**src/rtl/mod_updown_counter_pkg.sv**
```systemverilog
// counter_pkg: shared direction type and modulus limit/clamp helpers for the up/down counter.
package counter_pkg;
   typedef enum logic {DIR_DOWN = 1'b0, DIR_UP = 1'b1} count_dir_e;
   function automatic longint unsigned limit(input longint unsigned modulus);
      return modulus - 64'd1;
   endfunction
   function automatic longint unsigned clamp(input longint unsigned v, input longint unsigned modulus);
      return (v > limit(modulus)) ? limit(modulus) : v;
   endfunction
endpackage

```
**src/rtl/mod_updown_counter_if.sv**
```systemverilog
// mod_updown_counter_if: control and status bundle of the up/down counter.
interface mod_updown_counter_if #(parameter int WIDTH = 4);
   logic             en;
   logic             up;
   logic             load;
   logic [WIDTH-1:0] load_val;
   logic [WIDTH-1:0] q;
   logic             tc;
   logic             carry;
   modport master (output en, up, load, load_val, input q, tc, carry);
   modport slave  (input en, up, load, load_val, output q, tc, carry);
endinterface

```
**src/rtl/mod_updown_counter_step.sv**
```systemverilog
// mod_step: combinational next-count and limit detection with wrap/saturate policy.
module mod_step
   import counter_pkg::*;
#(
   parameter int              WIDTH    = 4,
   parameter longint unsigned MODULUS  = 16,
   parameter bit              SATURATE = 1'b0
) (
   input  logic [WIDTH-1:0] q,
   input  logic             up,
   output logic [WIDTH-1:0] next,
   output logic             at_limit
);
   localparam logic [WIDTH:0] LIM = (WIDTH+1)'(limit(MODULUS));
   count_dir_e dir;
   logic [WIDTH:0] qx, nx;
   // one extra bit keeps q-1 at 0 and q+1 at all-ones from aliasing
   always_comb begin
      dir      = count_dir_e'(up);
      qx       = {1'b0, q};
      at_limit = (dir == DIR_UP) ? (qx == LIM) : (qx == '0);
      nx       = at_limit ? (SATURATE ? qx : ((dir == DIR_UP) ? '0 : LIM))
                          : ((dir == DIR_UP) ? qx + (WIDTH+1)'(1) : qx - (WIDTH+1)'(1));
      next     = WIDTH'(nx);
   end
endmodule

```
**src/rtl/mod_updown_counter.sv**
```systemverilog
// mod_updown_counter: parametrised up/down counter with load, modulus, saturate and carry flag.
module mod_updown_counter
   import counter_pkg::*;
#(
   parameter int              WIDTH    = 4,
   parameter longint unsigned MODULUS  = 16,
   parameter bit              SATURATE = 1'b0
) (
   input logic                 clk,
   input logic                 clr,
   mod_updown_counter_if.slave bus
);
   if (WIDTH < 2 || WIDTH > 32 || MODULUS < 2 || MODULUS > (64'd1 << WIDTH)) begin : g_param_err
      $error("mod_updown_counter: illegal WIDTH=%0d / MODULUS=%0d", WIDTH, MODULUS);
   end
   logic [WIDTH-1:0] q_r, next, load_q;
   logic             at_limit, carry_r;
   mod_step #(.WIDTH(WIDTH), .MODULUS(MODULUS), .SATURATE(SATURATE)) u_step (
      .q        (q_r),
      .up       (bus.up),
      .next     (next),
      .at_limit (at_limit)
   );
   assign load_q = WIDTH'(clamp(64'(bus.load_val), MODULUS));
   always_ff @(posedge clk) begin
      if (clr) begin
         q_r     <= '0;
         carry_r <= 1'b0;
      end else if (bus.load) begin
         q_r     <= load_q;
         carry_r <= 1'b0;
      end else if (bus.en) begin
         q_r     <= next;
         carry_r <= at_limit;
      end else begin
         carry_r <= 1'b0;
      end
   end
   assign bus.q     = q_r;
   assign bus.tc    = at_limit;
   assign bus.carry = carry_r;
endmodule

```
**src/flat_wrapper.sv**
```systemverilog
// flat-port wrapper written by rule: the top's interface ports become plain ports
module mod_updown_counter_flat import counter_pkg::*;
#(
   parameter int              WIDTH    = 4,
   parameter longint unsigned MODULUS  = 16,
   parameter bit              SATURATE = 1'b0
)
  (clk, clr, bus_en, bus_up, bus_load, bus_load_val, bus_q, bus_tc, bus_carry);
  mod_updown_counter_if #(.WIDTH(WIDTH)) bus_i ();
  input logic clk;
  input logic clr;
  input wire logic [$bits(bus_i.en)-1:0] bus_en;
  input wire logic [$bits(bus_i.up)-1:0] bus_up;
  input wire logic [$bits(bus_i.load)-1:0] bus_load;
  input wire logic [$bits(bus_i.load_val)-1:0] bus_load_val;
  output wire logic [$bits(bus_i.q)-1:0] bus_q;
  output wire logic [$bits(bus_i.tc)-1:0] bus_tc;
  output wire logic [$bits(bus_i.carry)-1:0] bus_carry;
  assign bus_i.en = bus_en;
  assign bus_i.up = bus_up;
  assign bus_i.load = bus_load;
  assign bus_i.load_val = bus_load_val;
  assign bus_q = bus_i.q;
  assign bus_tc = bus_i.tc;
  assign bus_carry = bus_i.carry;
  mod_updown_counter #(.WIDTH(WIDTH), .MODULUS(MODULUS), .SATURATE(SATURATE)) u_core (.clk(clk), .clr(clr), .bus(bus_i));
endmodule
```
**config.mk**
```make
export PLATFORM = sky130hd
export DESIGN_NAME = mod_updown_counter_flat
export DESIGN_NICKNAME = d
export VERILOG_FILES = /design/src/rtl/mod_updown_counter_pkg.sv /design/src/rtl/mod_updown_counter_if.sv /design/src/rtl/mod_updown_counter_step.sv /design/src/rtl/mod_updown_counter.sv /design/src/flat_wrapper.sv
export SDC_FILE = /design/constraint.sdc
export NUM_CORES = 1
export LEC_CHECK = 0
export ABC_AREA = 1
export CORE_UTILIZATION = 30
export CTS_CLUSTER_SIZE = 30
export DETAILED_ROUTE_END_ITERATION = 12
export PLACE_DENSITY = 0.61
export REMOVE_ABC_BUFFERS = 1
export SLEW_MARGIN = 20
export SYNTH_ARGS = -nofsm -noshare
export SYNTH_HDL_FRONTEND = slang
export SYNTH_HIERARCHICAL = 1
export SYNTH_SLANG_ARGS = --single-unit
```
**constraint.sdc**
```tcl
create_clock -name clk -period 3.5 [get_ports clk]
set_input_delay 0.35 -clock clk [delete_from_list [all_inputs] [get_ports clk]]
set_output_delay 0.35 -clock clk [all_outputs]
set_load 0.05 [all_outputs]
```
==> impl_metrics.ini <==
[timing]
maxSlewHeadroom_pct = 66.2
fmax_mhz = 411
hold_slack_ns = 0.646
rsz0062_at_grt = no
setup_ws_ns = 1.07
hold_viol_final = 0
tns_ns = 0
finalMaxSlewViolations = 0
setup_viol = 0
worstMarginPinSlew_ns = 0.505
min_period_over_period_pct = 69.5
fin_crit_ns = 2.43
finClkSkew_ns = 0.00327

[synth]
yosysTopAreaCell = nand2_1
ys_types = 14
synth_area_leaders = nand2_1 26%, dfxtp_1 25%, nand3_1 14%
yosys.area.top_type_share_pct = 25.9
ys_ff_latch = 5
yosys_warnings = 6
syn_avg_cell_area_um2 = 6.05
synthCells = 67
syn_area_um2 = 405
synth-seq-area-share_pct = 24.7

[clock_tree]
path_clk_slew_ns = 0.04
cts_resized = 0
insertion_delay_ns = 0.23
holdBufCountCts = 0
cts_max_level = 1
cts_setup_buffers = 0
cts_tree = yes
cts_sinks = 5
cts_buffers = 3
clk_path_buf_depth = 2
root_buffer = clkbuf_4

[critical_path]
critPathSlowestCell = clkdlybuf4s50_1
reg2reg_depth = 10
end_kind = output port
crit_chain = clkdlybuf4s50_1 > inv_2 > nor2_2 > nand3_2 > nand2_1 > clkdlybuf4s50_1
criticalPathCategory = input pin to output port
worstPathRequired_ns = 3.15
path_buf_inv = 3
start_kind = input pin
cp_top_family = buffers and inverters
cp.depth = 6
arrival_ns = 2.08
slowest_delay_ns = 0.80
cp_common_cell = clkdlybuf4s50_1
r2r_setup_slack_ns = 1.94
cp_max_fo = 6

[power]
report.power.total_mw = 0.214
pwr_density_cell_mw_per_mm2 = 363
ir_worst_vdd_uv = 270
p_leak_nw = 0.312

[detailed_routing]
wl_um = 969
firstDrtPassIters = 4
drc = 0
vias = 471
routedWlPerCell_um = 9.79
ant_nets = 0
via_per_inst = 4.76
drt_iter0_drc = 10

[floorplan]
fp.dieH_um = 38.8
fp.dieW_um = 38.8
start_util_pct = 34.2
pin_count = 15
row_count = 12
dieArea_mm2 = 0.00150
coreArea_mm2 = 0.00119

[place]
gp_congestion = 0.805
placed_cells = 95
dpl_cell_area_um2 = 563
numPortBuffers = 14
hpwlAfterDp_um = 811
dp_slack_ns = 1.07

[hold_path]
hold_depth = 4
min_path_type = flop to flop

[final_layout]
area_growth_pct = 45.4
fin_area_um2 = 589
drive_gt1_share_pct = 8.24
final_cell_count_no_fill = 99
final_nets = 98
fill_cells = 122
diodes = 0
multi_input_area_um2 = 268
regArea_um2 = 100
final_core_util_pct = 49.7

[global_routing]
groute.usage.overall_pct = 16.2
antenna_found_initial = 0
overflow = 0
grt_pass1_wl_mm = 1.67
grt_pass1_vias = 407
grt_max_degree = 8

[job]
maxCapViolCount = 0

[status]
status = complete, no violations
==> registers in the layout, indices dropped and copies added, names as in the netlist <==
register	cells
u_core/bus.q	4
u_core/bus.carry	1
==> routing by layer <==
metal / share of wire [%] / track usage [%] / vias up
met5: 0 / 0 / -
met3: 2.2 / 1.73 / 0
li1: - / - / 248
met2: 49 / 26.3 / 7
met1: 49 / 22.0 / 216
met4: 0 / 5.17 / 0
==> path summary, 6_finish.rpt <==
| kind | endpoint | from |
|---|---|---|
| max | bus_tc | bus_up |
| min | u_core/bus.q[1] | u_core/bus.q[1] |
| max reg2reg | u_core/bus.q[3] | u_core/bus.q[2] |
| min reg2reg | u_core/bus.q[1] | u_core/bus.q[1] |
==> layout by cell type, fill, tap and decap left out <==
cell type        netlist  final
clkdlybuf4s50_1        0     14
clkbuf_4               0      3
clkbuf_1               0      1
xor2_1                 1      1
or2_0                  1      1
inv_1                  9      9
nand2_1               28     28
nor2_2                 1      1
nand3_2                2      2
a21oi_1                1      1
inv_2                  1      1
nand3_1               11     11
ha_1                   2      2
fa_1                   1      1
dfxtp_1                5      5
nor2_1                 3      3
nor3_1                 1      1
==> tightest hold or removal path, cell delays in order (launching register included) <==
cell and delay (ns):
dfxtp_1 0.36, nand2_1 0.09, nand3_1 0.06, nand2_1 0.06, inv_1 0.03
==> synth_stat cells <==
cell,count
dfxtp_1,5
nand3_1,11
nor2_2,1
fa_1,1
nor3_1,1
nand3_2,2
a21oi_1,1
xor2_1,1
nor2_1,3
or2_0,1
inv_1,9
nand2_1,28
ha_1,2
inv_2,1
==> cell families after synthesis <==
kind of cell | share of synthesized area (%)
buffers and inverters | 9.26
adder cells (fa/ha/maj) | 11.1
XOR/XNOR | 2.16
flip-flops | 24.7
AND/OR/NAND/NOR | 51.5
AO/OA/AOI/OAI | 1.23
==> where the power goes <==
group | internal (mW) | switching (mW) | leakage (nW)
logic | 0.0336 | 0.0480 | 0.256
clock network | 0.0429 | 0.0211 | 0.0150
registers | 0.0613 | 0.00703 | 0.0413
total | 0.138 | 0.0762 | 0.312
==> area by class of cell <==
cell class	instances	share of cell area [%]
inverter	10	6.37
timing repair buffer	14	23.8
sequential	5	17.0
clock buffer	4	4.46
tap	14	2.97
multi-input combinational	52	45.4
No activity file was read; power rests on OpenSTA's default activity.
